File: config.mk
export PLATFORM = sky130hd
export DESIGN_NAME = spi_flash_responder
export DESIGN_NICKNAME = d
export VERILOG_FILES = /design/src/rtl/spi_flash_pkg.sv /design/src/rtl/spi_edge_sync.sv /design/src/rtl/spi_flash_responder.sv
export SDC_FILE = /design/constraint.sdc
export NUM_CORES = 1
export LEC_CHECK = 0
export CAP_MARGIN = 20
export CORE_MARGIN = 1.5
export CORE_UTILIZATION = 31
export DETAILED_ROUTE_END_ITERATION = 8
export GPL_TIMING_DRIVEN = 0
export PLACE_DENSITY = 0.58
export SYNTH_ARGS = -nofsm -noshare
export SYNTH_HDL_FRONTEND = slang
export SYNTH_SLANG_ARGS = --single-unit
File: constraint.sdc
create_clock -name clk_in_clk -period 1.7 [get_ports clk_in_clk]
set_input_delay 0.255 -clock clk_in_clk [delete_from_list [all_inputs] [get_ports clk_in_clk]]
set_output_delay 0.255 -clock clk_in_clk [all_outputs]
set_load 0.02 [all_outputs]
File: src/rtl/spi_flash_pkg.sv
// Shared constants and types for the SPI serial-NOR flash responder.
package spi_flash_pkg;

  localparam logic [7:0] OP_READ = 8'h03;
  localparam logic [7:0] OP_RDID = 8'h9F;
  localparam logic [7:0] OP_RDSR = 8'h05;
  localparam logic [7:0] OP_WREN = 8'h06;
  localparam logic [7:0] OP_WRDI = 8'h04;

  localparam int SR_WIP = 0;
  localparam int SR_WEL = 1;

  typedef enum logic [2:0] {
    ST_IDLE,
    ST_CMD,
    ST_ADDR,
    ST_DATA,
    ST_ID,
    ST_STATUS,
    ST_WAIT_END,
    ST_IGNORE
  } state_t;

endpackage

File: src/rtl/spi_edge_sync.sv
// Two-flop synchronizer followed by a registered level and rise/fall pulses.
module spi_edge_sync #(
  parameter logic RESET_VAL = 1'b0
) (
  input  logic clk,
  input  logic rst,
  input  logic din,
  output logic level,
  output logic rise,
  output logic fall
);

  logic       sync1;
  logic       sync2;
  logic [1:0] fill;

  // Edges are suppressed until the chain holds real input samples, so a line
  // that is already low when reset drops never looks like a fresh edge.
  always_ff @(posedge clk) begin
    if (rst) begin
      sync1 <= RESET_VAL;
      sync2 <= RESET_VAL;
      level <= RESET_VAL;
      rise  <= 1'b0;
      fall  <= 1'b0;
      fill  <= 2'd0;
    end else begin
      // NOTE: non-blocking assignments let every flop sample the pre-edge values,
      // which is what makes sync1 -> sync2 -> level a real shift chain.
      sync1 <= din;
      sync2 <= sync1;
      level <= sync2;
      if (fill != 2'd3) fill <= fill + 2'd1;
      rise  <= (fill == 2'd3) &  sync2 & ~level;
      fall  <= (fill == 2'd3) & ~sync2 &  level;
    end
  end

endmodule

File: src/rtl/spi_flash_responder.sv
// SPI mode-0 responder emulating a minimal serial NOR flash: READ, RDID,
// RDSR, WREN and WRDI, with READ data served from a synchronous byte memory.
module spi_flash_responder
  import spi_flash_pkg::*;
#(
  parameter int          ADDR_W   = 16,
  parameter logic [23:0] JEDEC_ID = 24'hEF4017
) (
  input  logic              clk_in_clk,
  input  logic              reset_reset,
  input  logic              spi_sclk,
  input  logic              spi_ss_n,
  input  logic              spi_mosi,
  output logic              spi_miso,
  output logic [ADDR_W-1:0] mem_addr,
  output logic              mem_rd,
  input  logic [7:0]        mem_rdata,
  output logic              busy,
  output logic              wel,
  output logic [7:0]        last_cmd
);

  logic sclk_rise, sclk_fall, sclk_level_unused;
  logic ss_rise, ss_fall, ss_level_unused;
  logic mosi, mosi_rise_unused, mosi_fall_unused;

  spi_edge_sync #(.RESET_VAL(1'b0)) u_sclk (
    .clk(clk_in_clk), .rst(reset_reset), .din(spi_sclk),
    .level(sclk_level_unused), .rise(sclk_rise), .fall(sclk_fall)
  );
  spi_edge_sync #(.RESET_VAL(1'b1)) u_ss (
    .clk(clk_in_clk), .rst(reset_reset), .din(spi_ss_n),
    .level(ss_level_unused), .rise(ss_rise), .fall(ss_fall)
  );
  spi_edge_sync #(.RESET_VAL(1'b0)) u_mosi (
    .clk(clk_in_clk), .rst(reset_reset), .din(spi_mosi),
    .level(mosi), .rise(mosi_rise_unused), .fall(mosi_fall_unused)
  );

  state_t            state, state_d;
  logic [2:0]        bit_cnt, bit_cnt_d;
  logic [1:0]        byte_idx, byte_idx_d;
  logic [7:0]        shift_in, shift_in_d;
  logic [7:0]        shift_out, shift_out_d;
  logic [23:0]       addr, addr_d;
  logic [7:0]        rdata_q;
  logic              rd_pend;
  logic              miso_d, mem_rd_d, busy_d, wel_d;
  logic [ADDR_W-1:0] mem_addr_d;
  logic [7:0]        last_cmd_d;
  logic [7:0]        rx_byte, load_byte, status;
  logic              addr_msb_unused;

  assign addr_msb_unused = addr[23];

  always_comb begin
    // NOTE: every variable gets a default before any branch, so no path
    // through this block leaves a value unassigned and no latch is inferred.
    state_d     = state;
    bit_cnt_d   = bit_cnt;
    byte_idx_d  = byte_idx;
    shift_in_d  = shift_in;
    shift_out_d = shift_out;
    addr_d      = addr;
    miso_d      = spi_miso;
    mem_addr_d  = mem_addr;
    mem_rd_d    = 1'b0;
    busy_d      = busy;
    wel_d       = wel;
    last_cmd_d  = last_cmd;
    rx_byte     = {shift_in[6:0], mosi};
    load_byte   = 8'hFF;
    status      = 8'h00;
    status[SR_WEL] = wel;

    if (ss_rise) begin
      if (state == ST_WAIT_END && bit_cnt == 3'd0) wel_d = (last_cmd == OP_WREN);
      state_d   = ST_IDLE;
      bit_cnt_d = 3'd0;
      miso_d    = 1'b1;
      busy_d    = 1'b0;
    end else if (state == ST_IDLE) begin
      // SCLK edges coincident with the SS_n fall are dropped here.
      if (ss_fall) begin
        state_d    = ST_CMD;
        bit_cnt_d  = 3'd0;
        byte_idx_d = 2'd0;
      end
    end else if (sclk_rise) begin
      bit_cnt_d = bit_cnt + 3'd1;
      case (state)
        ST_CMD: begin
          shift_in_d = rx_byte;
          if (bit_cnt == 3'd7) begin
            last_cmd_d = rx_byte;
            busy_d     = 1'b1;
            case (rx_byte)
              OP_READ:          state_d = ST_ADDR;
              OP_RDID:          state_d = ST_ID;
              OP_RDSR:          state_d = ST_STATUS;
              OP_WREN, OP_WRDI: state_d = ST_WAIT_END;
              default: begin
                state_d = ST_IGNORE;
                busy_d  = 1'b0;
              end
            endcase
          end
        end
        ST_ADDR: begin
          addr_d = {addr[22:0], mosi};
          if (bit_cnt == 3'd7) begin
            byte_idx_d = byte_idx + 2'd1;
            if (byte_idx == 2'd2) begin
              state_d    = ST_DATA;
              mem_addr_d = addr_d[ADDR_W-1:0];
              mem_rd_d   = 1'b1;
            end
          end
        end
        ST_DATA: begin
          if (bit_cnt == 3'd7) begin
            mem_addr_d = mem_addr + ADDR_W'(1);
            mem_rd_d   = 1'b1;
          end
        end
        ST_WAIT_END: state_d = ST_IGNORE;
        default: ;
      endcase
    end else if (sclk_fall && (state == ST_DATA || state == ST_ID || state == ST_STATUS)) begin
      if (bit_cnt == 3'd0) begin
        case (state)
          ST_DATA: load_byte = rdata_q;
          ST_ID: begin
            case (byte_idx)
              2'd0:    load_byte = JEDEC_ID[23:16];
              2'd1:    load_byte = JEDEC_ID[15:8];
              2'd2:    load_byte = JEDEC_ID[7:0];
              default: load_byte = 8'h00;
            endcase
            if (byte_idx != 2'd3) byte_idx_d = byte_idx + 2'd1;
          end
          default: load_byte = status;
        endcase
        miso_d      = load_byte[7];
        shift_out_d = {load_byte[6:0], 1'b0};
      end else begin
        miso_d      = shift_out[7];
        shift_out_d = {shift_out[6:0], 1'b0};
      end
    end
  end

  always_ff @(posedge clk_in_clk) begin
    if (reset_reset) begin
      state     <= ST_IDLE;
      bit_cnt   <= 3'd0;
      byte_idx  <= 2'd0;
      shift_in  <= 8'h00;
      shift_out <= 8'h00;
      addr      <= 24'h0;
      rdata_q   <= 8'h00;
      rd_pend   <= 1'b0;
      spi_miso  <= 1'b1;
      mem_addr  <= '0;
      mem_rd    <= 1'b0;
      busy      <= 1'b0;
      wel       <= 1'b0;
      last_cmd  <= 8'h00;
    end else begin
      state     <= state_d;
      bit_cnt   <= bit_cnt_d;
      byte_idx  <= byte_idx_d;
      shift_in  <= shift_in_d;
      shift_out <= shift_out_d;
      addr      <= addr_d;
      spi_miso  <= miso_d;
      mem_addr  <= mem_addr_d;
      mem_rd    <= mem_rd_d;
      busy      <= busy_d;
      wel       <= wel_d;
      last_cmd  <= last_cmd_d;
      // Memory data arrives one cycle after the strobe; hold it for the next load fall.
      rd_pend   <= mem_rd;
      if (rd_pend) rdata_q <= mem_rdata;
    end
  end

endmodule
==> run summary <==
=====================================================================================================
DR iter-0 viols ........................................................................          263
Relative max-transition margin .........................................................       0.6015
Proportion of layout cells with a drive suffix above 1 .................................       0.1945
Longest individual stage delay on the worst path .......................................       380 ps
Slowest CP cell ........................................................................      dfxtp_4
DP Cell Count ..........................................................................          686
Post-route ant nets ....................................................................            0
Post-synthesis share of cell area spent on full adders, half adders and majority gates .      0.03789
Endpoints failing hold .................................................................            0
Critical path fanouts, max .............................................................            4
Family of cells with the greatest summed delay on the critical path .................... simple AND/OR/NAND/NOR gates
Synth Net Count ........................................................................          497
Total CTS buffers ......................................................................            9
Top-area cell type share of the netlist area ...........................................       0.4244
Maximum number of pins on one net before global-route repair ...........................           16
Root Buffer ............................................................................    clkbuf_16
Worst Path Buf+Inv .....................................................................            0
Std-Cell Core Area ..................................................................... 0.01340 mm^2
Simple-gate share of the synthesized area ..............................................       0.2326
Vias in the first global route .........................................................         3515
Rows ...................................................................................           42
Highest metal layer with signal wires ..................................................         met4
Fraction of synthesized cell area in xor and xnor cells ................................     0.004080
Setup skew after layout ................................................................     7.938 ps
Routed length per instance .............................................................     15.49 um
Residual overflow from global routing ..................................................            0
Number of sinks handled by clock tree synthesis ........................................           91
Worst hold path type ...................................................................      reg2reg
Worst-case clock buffer depth ..........................................................            2
Remaining routing DRC violations .......................................................            0
Slew of the pin with the lowest slew margin ............................................     597.7 ps
Io pins ................................................................................           41
Overall track demand over capacity in global routing ...................................       0.1548
Detail Route met2 WL ...................................................................      5161 um
Failing checks ......................................................................... negative setup slack
Primary flip-flop cell chosen by synthesis mapping .....................................      dfxtp_1
Largest family of logic cells by synthesized area ...................................... simple AND/OR/NAND/NOR gates
Fin cells ..............................................................................          721
Leading cell type in the layout, fill and taps excluded ................................      dfxtp_1
CTS tree ...............................................................................        built
Complex-gate fraction of the synthesized area ..........................................       0.1463
Final layout net count .................................................................          566
Most frequent cells in the layout ...................................................... 79 x dfxtp_1, 69 x nor2_1, 45 x mux2i_1
Antenna cell count .....................................................................            0
Area Growth Syn to Fin .................................................................       30.11%
Number of antenna violations at the first check in global routing ......................            0
Setup slack at placement ...............................................................    -333.1 ps
Slack of the worst reg-to-reg path .....................................................       -50 ps
Top achievable clock speed .............................................................   0.5714 GHz
Fraction of registers with async set or reset after synthesis ..........................            0
Setup violators final ..................................................................            1
RSZ-0062 raised after global routing ...................................................          yes
Wire length on met1 ....................................................................      5300 um
Worst-skew pair later-pin latency ......................................................       350 ps
Routed wl met3 .........................................................................       502 um
Synth Warn # ...........................................................................            0
Leading cell types by total area after synthesis ....................................... dfxtp_1 42%, mux2i_1 10%, nor2_1 6.1%, ha_1 3.8%, o21ai_0 2.6%
Synth Instances ........................................................................          471
Clock transition at the registers of the reported paths ................................        60 ps
Number of flops mapped to enable cells by yosys ........................................            0
MaxCap Viol Count ......................................................................            0
Starting utilization of the core area ..................................................       0.3204
Mean cell area of the mapped netlist ...................................................   9.114 um^2
Flip-flop and latch count after synthesis ..............................................           91
Mapped cell area ....................................................................... 0.004293 mm^2
Power Dens Cells ....................................................................... 748.2 mW/mm^2
DRT Pass-1 Iters .......................................................................            5
Fraction of the cycle the final worst path needs .......................................        1.030
Power consumption ......................................................................      4179 uW
Detailed placer's ending HPWL ..........................................................      7644 um
# port buffers .........................................................................           39
Drt via density ........................................................................        5.182
Overall die height .....................................................................     120.7 um
Cell with the most instances on the worst path .........................................         ha_4
First-pass GRT wire length .............................................................     17680 um
Peak VDD IR ............................................................................    0.3699 mV
Post-synthesis mux area share ..........................................................       0.1102
CP Launch Type .........................................................................     register
Total die area ......................................................................... 0.01456 mm^2
Standby leakage power ..................................................................  0.002196 uW
Final WS setup .........................................................................    -50.24 ps
Final slew viol count ..................................................................            0
# H-tree levels ........................................................................            3
Sequential cell area fraction in the yosys report ......................................       0.4244
Critical path, cell by cell ............................................................ ha_4 > ha_4 > nand3b_4 > or3_4 > or3_1 > a31oi_1
Fin crit period ........................................................................      1750 ps
Critical setup path kind ...............................................................      reg2reg
Via count of the routed design .........................................................         3736
Arrival time of the worst setup path ...................................................      2020 ps
Biggest area consumer among synthesized cells ..........................................      dfxtp_1
Total wire length after detailed routing ...............................................     11170 um
Distinct cell type count of the synthesized netlist ....................................           66
Placer congestion estimate .............................................................       0.8043
Crit. End Element ......................................................................     register
Req. time, crit path ...................................................................      1970 ps
Outcome ................................................................................ finished with violations
Total negative setup slack .............................................................    -50.24 ps
Die span in x ..........................................................................     120.7 um
=====================================================================================================
## worst paths after layout
kind,from,to,cells past startpoint
worst max-delay path,bit_cnt[0],mem_addr[0],6
worst min-delay path,u_ss.level,u_ss.rise,1
worst max register to register,bit_cnt[0],mem_addr[0],6
worst min register to register,u_ss.level,u_ss.rise,1
## area by class of cell
class | instances | area [um^2]
plain buffers | 29 | 192.7
clock buffers | 10 | 229.0
clock inverters | 6 | 41.29
fillers | 1343 | 7815
inverters | 12 | 45.04
multi-input cells | 339 | 2470
flip-flops and latches | 91 | 1844
well taps | 176 | 220.2
repair buffers | 58 | 543.0
## state kept, by name, summed over array words and instances, names as in the netlist, 2 cells and up
name / cells
mem_addr: 16
rdata_q: 8
last_cmd: 8
addr: 15
state: 3
u_sclk.fill: 2
shift_out: 7
bit_cnt: 3
byte_idx: 2
u_ss.fill: 2
shift_in: 7
## synthesized netlist by cell type, types with 4 or more instances
cell type	count
dfxtp_1	91
nor2_1	70
mux2i_1	45
nand2_1	28
o21ai_0	22
a21oi_1	15
ha_1	13
clkbuf_1	12
nor2b_1	12
inv_1	11
nand4_1	10
and2_1	9
buf_2	9
nor3_1	9
a31oi_1	8
nand3_1	8
or3_1	8
a221oi_1	6
or2_2	6
buf_4	5
nor4bb_1	5
a21o_1	4
a32o_1	4
nor4_1	4
## worst reg2reg max path: cells and delay by family (launching register included)
family | cells | cell delay [ps]
compound gates | 1 | 140
fa+ha+maj | 2 | 300
flops | 1 | 380
simple gates | 3 | 860
## kinds of logic after synthesis
kind of cell | after synthesis
buffers and inverters | 41
XOR/XNOR | 2
AO/OA/AOI/OAI | 89
adder cells (fa/ha/maj) | 13
flip-flops | 91
multiplexers | 47
AND/OR/NAND/NOR | 188
## repair_timing
action / in CTS / in global routing
gates cloned: 1 / 1
hold buffers: 0 / 0
gates resized for setup: 34 / 49
setup buffers: 6 / 11
endpoints found under the setup margin: 42 / 56
pin swaps: 3 / 9
## through the flow
stage          area (um^2)  hold WS (ps)    util
6_report              5585         404.8  0.4168
5_1_grt               5585         427.8  0.4168
4_1_cts               5360         408.4  0.4000
3_5_place_dp          4916         393.7  0.3669
3_3_place_gp          4916         393.1  0.3669
2_1_floorplan         4305         358.8       -
## routing by layer
| metal | GRT usage | up-vias |
|---|---|---|
| met5 | 0 | - |
| met4 | 0.06250 | 0 |
| met3 | 0.03726 | 16 |
| met2 | 0.2450 | 89 |
| met1 | 0.2023 | 1790 |
| li1 | - | 1841 |
## power breakdown
part / total (uW) / leakage, uW / internal, uW / switching (uW)
registers: 2170 / 0.000743 / 2160 / 17.0
logic: 153 / 0.00133 / 69.6 / 83.2
clock network: 1850 / 0.000125 / 991 / 861
total: 4180 / 0.00220 / 3220 / 961
(Power assumes the default switching activity.)
